--- src/rtl/i2s_pkg.sv ---
// Shared I2S definitions for the record-path receiver and the playback transmitter.
package i2s_pkg;

  localparam int SAMPLE_WIDTH = 24;
  localparam int FRAME_WIDTH  = 2 * SAMPLE_WIDTH;
  localparam int CNT_WIDTH    = 6;
  localparam bit LEFT_IS_LRCLK_LOW = 1'b1;

  typedef enum logic [1:0] {
    WAIT_SYNC = 2'd0,
    LEFT      = 2'd1,
    RIGHT     = 2'd2
  } rx_state_t;

  // A word cut short by an early lrclk edge keeps its MSB at the top; missing LSBs read as zero.
  function automatic logic [SAMPLE_WIDTH-1:0] left_justify(
    input logic [SAMPLE_WIDTH-1:0] data,
    input logic [CNT_WIDTH-1:0]    nbits
  );
    logic [CNT_WIDTH-1:0] pad;
    pad = CNT_WIDTH'(SAMPLE_WIDTH) - nbits;
    return data << pad;
  endfunction

endpackage

--- src/rtl/i2s_receiver_if.sv ---
// Codec pins plus the frame valid/ready stream of the I2S receiver.
interface i2s_receiver_if;
  import i2s_pkg::*;

  logic                   i2s_bclk;
  logic                   i2s_lrclk;
  logic                   i2s_sdata;
  logic [FRAME_WIDTH-1:0] frame_out;
  logic                   frame_valid;
  logic                   frame_ready;
  logic                   overrun;
  logic                   locked;

  modport master (
    input  i2s_bclk, i2s_lrclk, i2s_sdata, frame_ready,
    output frame_out, frame_valid, overrun, locked
  );

  modport slave (
    output i2s_bclk, i2s_lrclk, i2s_sdata, frame_ready,
    input  frame_out, frame_valid, overrun, locked
  );

endinterface

--- src/rtl/i2s_edge_sync.sv ---
// Two-flop synchroniser followed by one edge flop; every instance has the same depth so
// data stays aligned with the bit clock it was launched against.
module i2s_edge_sync (
  input  logic ac_mclk,
  input  logic reset,
  input  logic din,
  output logic level,
  output logic rise,
  output logic fall
);

  logic [2:0] sync_r;

  // shift the asynchronous pin through the synchroniser and edge flop
  always_ff @(posedge ac_mclk or posedge reset) begin
    if (reset) begin
      sync_r <= 3'b000;
    end else begin
      sync_r <= {sync_r[1:0], din};
    end
  end

  assign level = sync_r[1];
  assign rise  = sync_r[1] & ~sync_r[2];
  assign fall  = ~sync_r[1] & sync_r[2];

endmodule

--- src/rtl/i2s_receiver.sv ---
// I2S record-path receiver: oversamples the codec serial port in the ac_mclk domain and
// delivers {left,right} frames on a valid/ready stream with lock and overrun reporting.
module i2s_receiver
  import i2s_pkg::*;
#(
  parameter int LRDEL         = 1,
  parameter int LRCLK_TIMEOUT = 1024
) (
  input logic            ac_mclk,
  input logic            reset,
  i2s_receiver_if.master bus
);

  localparam int TMO_WIDTH = $clog2(LRCLK_TIMEOUT);
  localparam logic [CNT_WIDTH-1:0] FIRST_BIT = CNT_WIDTH'(LRDEL);
  localparam logic [CNT_WIDTH-1:0] END_BIT   = CNT_WIDTH'(LRDEL + SAMPLE_WIDTH);
  localparam logic [CNT_WIDTH-1:0] CNT_MAX   = {CNT_WIDTH{1'b1}};
  localparam logic [TMO_WIDTH-1:0] TMO_LAST  = TMO_WIDTH'(LRCLK_TIMEOUT - 1);

  logic bclk_rise_s, bclk_level_unused_s, bclk_fall_unused_s;
  logic lr_rise_s, lr_fall_s, lr_level_unused_s;
  logic sdata_s, sdata_rise_unused_s, sdata_fall_unused_s;

  logic                    lr_edge_s, left_start_s, right_start_s;
  logic                    shift_en_s, timeout_s;
  logic [CNT_WIDTH-1:0]    bits_taken_s;
  logic [SAMPLE_WIDTH-1:0] word_s;

  logic [CNT_WIDTH-1:0]    bit_cnt_r;
  logic [SAMPLE_WIDTH-1:0] shreg_r;
  logic [SAMPLE_WIDTH-1:0] left_hold_r;
  logic [TMO_WIDTH-1:0]    tmo_cnt_r;
  rx_state_t               state_r;
  logic [FRAME_WIDTH-1:0]  frame_out_r;
  logic                    frame_valid_r, overrun_r, locked_r;

  i2s_edge_sync u_bclk_sync (
    .ac_mclk (ac_mclk), .reset (reset), .din (bus.i2s_bclk),
    .level (bclk_level_unused_s), .rise (bclk_rise_s), .fall (bclk_fall_unused_s)
  );

  i2s_edge_sync u_lrclk_sync (
    .ac_mclk (ac_mclk), .reset (reset), .din (bus.i2s_lrclk),
    .level (lr_level_unused_s), .rise (lr_rise_s), .fall (lr_fall_s)
  );

  i2s_edge_sync u_sdata_sync (
    .ac_mclk (ac_mclk), .reset (reset), .din (bus.i2s_sdata),
    .level (sdata_s), .rise (sdata_rise_unused_s), .fall (sdata_fall_unused_s)
  );

  // word boundaries, capture window, justified word and timeout decode
  always_comb begin
    lr_edge_s = lr_rise_s | lr_fall_s;
    if (LEFT_IS_LRCLK_LOW) begin
      left_start_s  = lr_fall_s;
      right_start_s = lr_rise_s;
    end else begin
      left_start_s  = lr_rise_s;
      right_start_s = lr_fall_s;
    end
    shift_en_s = bclk_rise_s && (bit_cnt_r >= FIRST_BIT) && (bit_cnt_r < END_BIT);
    if (bit_cnt_r < FIRST_BIT) begin
      bits_taken_s = CNT_WIDTH'(0);
    end else if (bit_cnt_r >= END_BIT) begin
      bits_taken_s = CNT_WIDTH'(SAMPLE_WIDTH);
    end else begin
      bits_taken_s = bit_cnt_r - FIRST_BIT;
    end
    word_s    = left_justify(shreg_r, bits_taken_s);
    // an lrclk edge in the final cycle still counts as activity
    timeout_s = (state_r != WAIT_SYNC) && (tmo_cnt_r == TMO_LAST) && !lr_edge_s;
  end

  // bit position within the current word, saturating
  always_ff @(posedge ac_mclk or posedge reset) begin
    if (reset) begin
      bit_cnt_r <= CNT_WIDTH'(0);
    end else if (lr_edge_s) begin
      bit_cnt_r <= CNT_WIDTH'(0);
    end else if (bclk_rise_s && (bit_cnt_r != CNT_MAX)) begin
      bit_cnt_r <= bit_cnt_r + CNT_WIDTH'(1);
    end
  end

  // serial-to-parallel capture, restarted at every word boundary
  always_ff @(posedge ac_mclk or posedge reset) begin
    if (reset) begin
      shreg_r <= {SAMPLE_WIDTH{1'b0}};
    end else if (lr_edge_s) begin
      shreg_r <= {SAMPLE_WIDTH{1'b0}};
    end else if (shift_en_s) begin
      shreg_r <= {shreg_r[SAMPLE_WIDTH-2:0], sdata_s};
    end
  end

  // lrclk inactivity watchdog
  always_ff @(posedge ac_mclk or posedge reset) begin
    if (reset) begin
      tmo_cnt_r <= TMO_WIDTH'(0);
    end else if (lr_edge_s || (state_r == WAIT_SYNC)) begin
      tmo_cnt_r <= TMO_WIDTH'(0);
    end else begin
      tmo_cnt_r <= tmo_cnt_r + TMO_WIDTH'(1);
    end
  end

  // frame alignment FSM with registered frame, handshake, overrun and lock outputs
  always_ff @(posedge ac_mclk or posedge reset) begin
    if (reset) begin
      state_r       <= WAIT_SYNC;
      left_hold_r   <= {SAMPLE_WIDTH{1'b0}};
      frame_out_r   <= {FRAME_WIDTH{1'b0}};
      frame_valid_r <= 1'b0;
      overrun_r     <= 1'b0;
      locked_r      <= 1'b0;
    end else begin
      overrun_r <= 1'b0;
      if (frame_valid_r && bus.frame_ready) begin
        frame_valid_r <= 1'b0;
      end
      case (state_r)
        WAIT_SYNC: begin
          locked_r <= 1'b0;
          if (left_start_s) begin
            state_r <= LEFT;
          end
        end
        LEFT: begin
          if (timeout_s) begin
            state_r  <= WAIT_SYNC;
            locked_r <= 1'b0;
          end else if (right_start_s) begin
            left_hold_r <= word_s;
            state_r     <= RIGHT;
          end
        end
        RIGHT: begin
          if (timeout_s) begin
            state_r  <= WAIT_SYNC;
            locked_r <= 1'b0;
          end else if (left_start_s) begin
            // a completion in the consume cycle simply reloads; only an unconsumed frame overruns
            frame_out_r   <= {left_hold_r, word_s};
            frame_valid_r <= 1'b1;
            overrun_r     <= frame_valid_r && !bus.frame_ready;
            locked_r      <= 1'b1;
            state_r       <= LEFT;
          end
        end
        default: begin
          state_r  <= WAIT_SYNC;
          locked_r <= 1'b0;
        end
      endcase
    end
  end

  assign bus.frame_out   = frame_out_r;
  assign bus.frame_valid = frame_valid_r;
  assign bus.overrun     = overrun_r;
  assign bus.locked      = locked_r;

endmodule
--- src/flat_wrapper.sv ---
// flat-port wrapper written by rule: the top's interface ports become plain ports
module i2s_receiver_flat import i2s_pkg::*;
#(
  parameter int LRDEL         = 1,
  parameter int LRCLK_TIMEOUT = 1024
)
  (ac_mclk, reset, bus_i2s_bclk, bus_i2s_lrclk, bus_i2s_sdata, bus_frame_ready, bus_frame_out, bus_frame_valid, bus_overrun, bus_locked);
  i2s_receiver_if bus_i ();
  input logic ac_mclk;
  input logic reset;
  input wire logic [$bits(bus_i.i2s_bclk)-1:0] bus_i2s_bclk;
  input wire logic [$bits(bus_i.i2s_lrclk)-1:0] bus_i2s_lrclk;
  input wire logic [$bits(bus_i.i2s_sdata)-1:0] bus_i2s_sdata;
  input wire logic [$bits(bus_i.frame_ready)-1:0] bus_frame_ready;
  output wire logic [$bits(bus_i.frame_out)-1:0] bus_frame_out;
  output wire logic [$bits(bus_i.frame_valid)-1:0] bus_frame_valid;
  output wire logic [$bits(bus_i.overrun)-1:0] bus_overrun;
  output wire logic [$bits(bus_i.locked)-1:0] bus_locked;
  assign bus_i.i2s_bclk = bus_i2s_bclk;
  assign bus_i.i2s_lrclk = bus_i2s_lrclk;
  assign bus_i.i2s_sdata = bus_i2s_sdata;
  assign bus_i.frame_ready = bus_frame_ready;
  assign bus_frame_out = bus_i.frame_out;
  assign bus_frame_valid = bus_i.frame_valid;
  assign bus_overrun = bus_i.overrun;
  assign bus_locked = bus_i.locked;
  i2s_receiver #(.LRDEL(LRDEL), .LRCLK_TIMEOUT(LRCLK_TIMEOUT)) u_core (.ac_mclk(ac_mclk), .reset(reset), .bus(bus_i));
endmodule
--- config.mk ---
export PLATFORM = sky130hd
export DESIGN_NAME = i2s_receiver_flat
export DESIGN_NICKNAME = d
export VERILOG_FILES = /design/src/rtl/i2s_pkg.sv /design/src/rtl/i2s_receiver_if.sv /design/src/rtl/i2s_edge_sync.sv /design/src/rtl/i2s_receiver.sv /design/src/flat_wrapper.sv
export SDC_FILE = /design/constraint.sdc
export NUM_CORES = 1
export LEC_CHECK = 0
export ABC_AREA = 1
export ABC_CLOCK_PERIOD_IN_PS = 5400
export CAP_MARGIN = 10
export CORE_UTILIZATION = 51
export DETAILED_ROUTE_END_ITERATION = 10
export PLACE_DENSITY = 0.83
export SLEW_MARGIN = 25
export SYNTH_ARGS = -nofsm -noshare
export SYNTH_HDL_FRONTEND = slang
export SYNTH_SLANG_ARGS = --single-unit
--- constraint.sdc ---
create_clock -name ac_mclk -period 5.4 [get_ports ac_mclk]
set_input_delay 1.08 -clock ac_mclk [delete_from_list [all_inputs] [get_ports ac_mclk]]
set_output_delay 1.08 -clock ac_mclk [all_outputs]
set_load 0.005 [all_outputs]
==> flow_summary.yaml <==
timing:
  setup_tns_ps: 0
  rsz0062_at_grt: "no"
  worst_pin_slew_ps: 1030
  fin_crit_sh_pct: 62.7
  report.final.slew_viol_count: 0
  timing.slew.headroom_pct: 31.5
  hold_viol_final: 0
  min_period_ps: 3390
  whs_ps: 345
  setup_viol: 0
  skew_ps: 6.95
  clock.fmax_mhz: 295
critical_path:
  cp-end-kind: "flop"
  ff2ff_path_depth: 15
  crit_fanout: 31
  critical_path_arrival_ps: 3730
  cpPeakStageDelay_ps: 460
  start_kind: "flop"
  cp.required_ps: 5740
  path_buf_inv: 3
  worstReg2RegEnd: "u_core.bus.frame_out[3]$_DFFE_PP0P_"
  crit_family: "simple AND/OR/NAND/NOR gates"
  worstPathCellList: "inv_1 -> ha_1 -> nand2_1 -> nand2_1 -> nand2_2 -> nor2_4 -> buf_4 -> nand3_2 -> ha_1 -> nand4_2 -> nand2_2 -> inv_2 -> nand3_1 -> or2_4 -> o21ai_2"
  slowest_stage: "inv_2"
  crit-reg2reg-launch: "u_core.bit_cnt_r[0]$_DFFE_PP0P_"
  critPathKind: "flop to flop"
  rrSetupSlack_ps: 2010
floorplan:
  row_count: 41
  ios: 57
  die_area_um2: 13500
  fp.dieW_um: 116
  core_area_um2: 12700
  start_util_pct: 52.4
  die_y_um: 116
global_routing:
  grt_pass1_wl_um: 26200
  grt_start_max_net_pins: 66
  grt_usage_pct: 25.3
  grt_pass1_vias: 5423
  antenna_found_initial: 0
  gr-total-overflow: 0
logic_synthesis:
  synth_top_family_by_area: "simple AND/OR/NAND/NOR gates"
  syn-instance-count: 843
  synthSimpleGateAreaFrac_pct: 33.2
  ys_ff_latch: 125
  synth-compound-area-share_pct: 9.40
  syn_area_per_cell_um2: 7.88
  synth_warnings: 0
  post_synth_mux_area_share_pct: 0
  synth-edff-count: 0
  syn_area_um2: 6640
  yosysUniqueCellTypes: 38
  synth_nets: 857
  ys_seq_area_share_pct: 47.1
  yosys_most_used_dff: "dfrtp_1"
  synthArstFlopShare_pct: 100
  yosys.area_share.xor_xnor_pct: 0.754
  synth_fa_ha_area_share_pct: 1.51
routing:
  drt_wl_total_um: 15400
  vias_per_cell: 5.49
  drc: 0
  wire_per_inst_um: 14.5
  firstDrtPassIters: 5
  route.vias.total: 5849
  antenna_left: 0
  drt_iter0_drc: 618
clock_tree:
  clock_latency_ps: 420
  clk_pin_slew_worst_paths_ps: 50
  cts_buffer_depth: 2
  numCtsBuffers: 17
  cts_resized: 0
  cts.sinks: 125
  h-tree-depth: 4
  hold_buffers: 0
  cts_tree: "done"
  post_cts_buffers: 0
  cts_root_buffer: "clkbuf_16"
min_path:
  whs_path_depth: 0
  min_path_type: "flop to flop"
  hold_start: "u_core.u_bclk_sync.sync_r[0]$_DFF_PP0_"
  whs_endpoint: "u_core.u_bclk_sync.sync_r[1]$_DFF_PP0_"
placement:
  place_area_um2: 7210
  numPortBuffers: 56
  place_congestion: 0.922
  hpwl_um: 10600
pwr:
  irDropWorstVdd_mv: 0.255
  switching_share_pct: 34.6
  p_int_w: 0.00244
  combPwrFrac_pct: 32.8
  power.density_nw_per_um2: 475
  clockPowerShare_pct: 32.7
  p_leak_nw: 3.72
  switchingPower_w: 0.00129
  pwr-share-seq_pct: 34.5
final_layout:
  design_area_um2: 7840
  area_growth_pct: 18.0
  mostFrequentLayoutCells: "261 x nand2_1, 133 x nand3_1, 125 x dfrtp_1"
  drive_above_1_share_pct: 9.74
  final_common_cell: "nand2_1"
  fin_nets: 894
  insertedDiodeCount: 0
run_status:
  outcome: "finished clean"
run:
  maxCapViolations: 0
cell families (layout without fill, tap and decap cells):
logic type / count (synthesis) / after routing
simple gates: 482 / 482
flops: 125 / 125
buf+inv: 113 / 163
compound gates: 111 / 111
fa+ha+maj: 8 / 8
xor+xnor: 4 / 4
cells in the mapped netlist, types with 8 or more instances:
library cell  number  area share, %
nand2_1          261             15
nand3_1          134             10
dfrtp_1          125             47
inv_1             60            3.4
a21oi_1           41            3.1
o21ai_0           40            3.0
nand4_1           26            2.4
nor2_1            21            1.2
buf_2             17            1.3
clkbuf_1          15           0.85
nand2_2           12            1.1
nor3_1            10           0.75
o21ai_1           10           0.75
buf_6              9            1.5
o31ai_1            9            1.0
ha_1               8            1.5
flip-flops by register name (all words and copies together), names as in the netlist, 2 cells and up:
signal,flops
u_core.u_bclk_sync.sync_r,3
u_core.bus.frame_out,48
u_core.bit_cnt_r,6
u_core.left_hold_r,24
u_core.tmo_cnt_r,10
u_core.shreg_r,24
u_core.state_r,2
u_core.u_lrclk_sync.sync_r,3
u_core.u_sdata_sync.sync_r,2
power groups by stage:
stage,registers (W),logic [W],clock network (W)
2_1_floorplan,0.00127,0.000817,0
3_3_place_gp,0.00129,0.00119,0
3_5_place_dp,0.00129,0.00121,0
4_1_cts,0.00128,0.00122,0.00123
5_1_grt,0.00131,0.00138,0.00127
6_report,0.00128,0.00122,0.00122
metal layers:
layer	share of wire (%)	global-route usage (%)
met1	44	32.9
met2	48	41.3
met3	5.6	6.28
met4	1.8	8.63
met5	0	0
worst reg2reg max path, delay by kind of cell, from the launching register on:
family                   cells  cell delay (ps)
adder cells (fa/ha/maj)      2              470
flip-flops                   1              400
AND/OR/NAND/NOR              9             1370
buffers and inverters        3              940
AO/OA/AOI/OAI                1              130
layout make-up:
type	count	area, um2
repair buffers	66	636
clock buffers	20	447
multi-input cells	605	2980
clock inverters	12	185
well taps	172	215
flip-flops and latches	125	3130
fillers	1083	4830
inverters	65	246
stage by stage:
stage                     total power (W)  cells  util [%]  worst slack, ps
after detailed placement          0.00251   1033      56.9             2110
after global placement            0.00248   1033      56.9             2170
after CTS                         0.00374   1065      61.9             2050
after floorplan                   0.00209    843         -              992
after global routing              0.00396   1065      61.9             1660
final                             0.00373   1065      61.9             2010
worst max-delay path by stage:
stage                                               start                                    to  slack, ps  depth (start not counted)
after detailed placement  u_core.bit_cnt_r[0]$_DFFE_PP0P_    u_core.left_hold_r[22]$_DFFE_PP0P_       2110                         17
after global placement    u_core.bit_cnt_r[0]$_DFFE_PP0P_     u_core.left_hold_r[3]$_DFFE_PP0P_       2170                         16
after floorplan                                     reset       u_core.bit_cnt_r[0]$_DFFE_PP0P_        990                          1
after CTS                 u_core.bit_cnt_r[0]$_DFFE_PP0P_   u_core.bus.frame_out[3]$_DFFE_PP0P_       2050                         15
final                     u_core.bit_cnt_r[0]$_DFFE_PP0P_   u_core.bus.frame_out[3]$_DFFE_PP0P_       2010                         15
after global routing      u_core.bit_cnt_r[0]$_DFFE_PP0P_  u_core.bus.frame_out[23]$_DFFE_PP0P_       1660                         18
No activity file was read; power rests on OpenSTA's default activity.
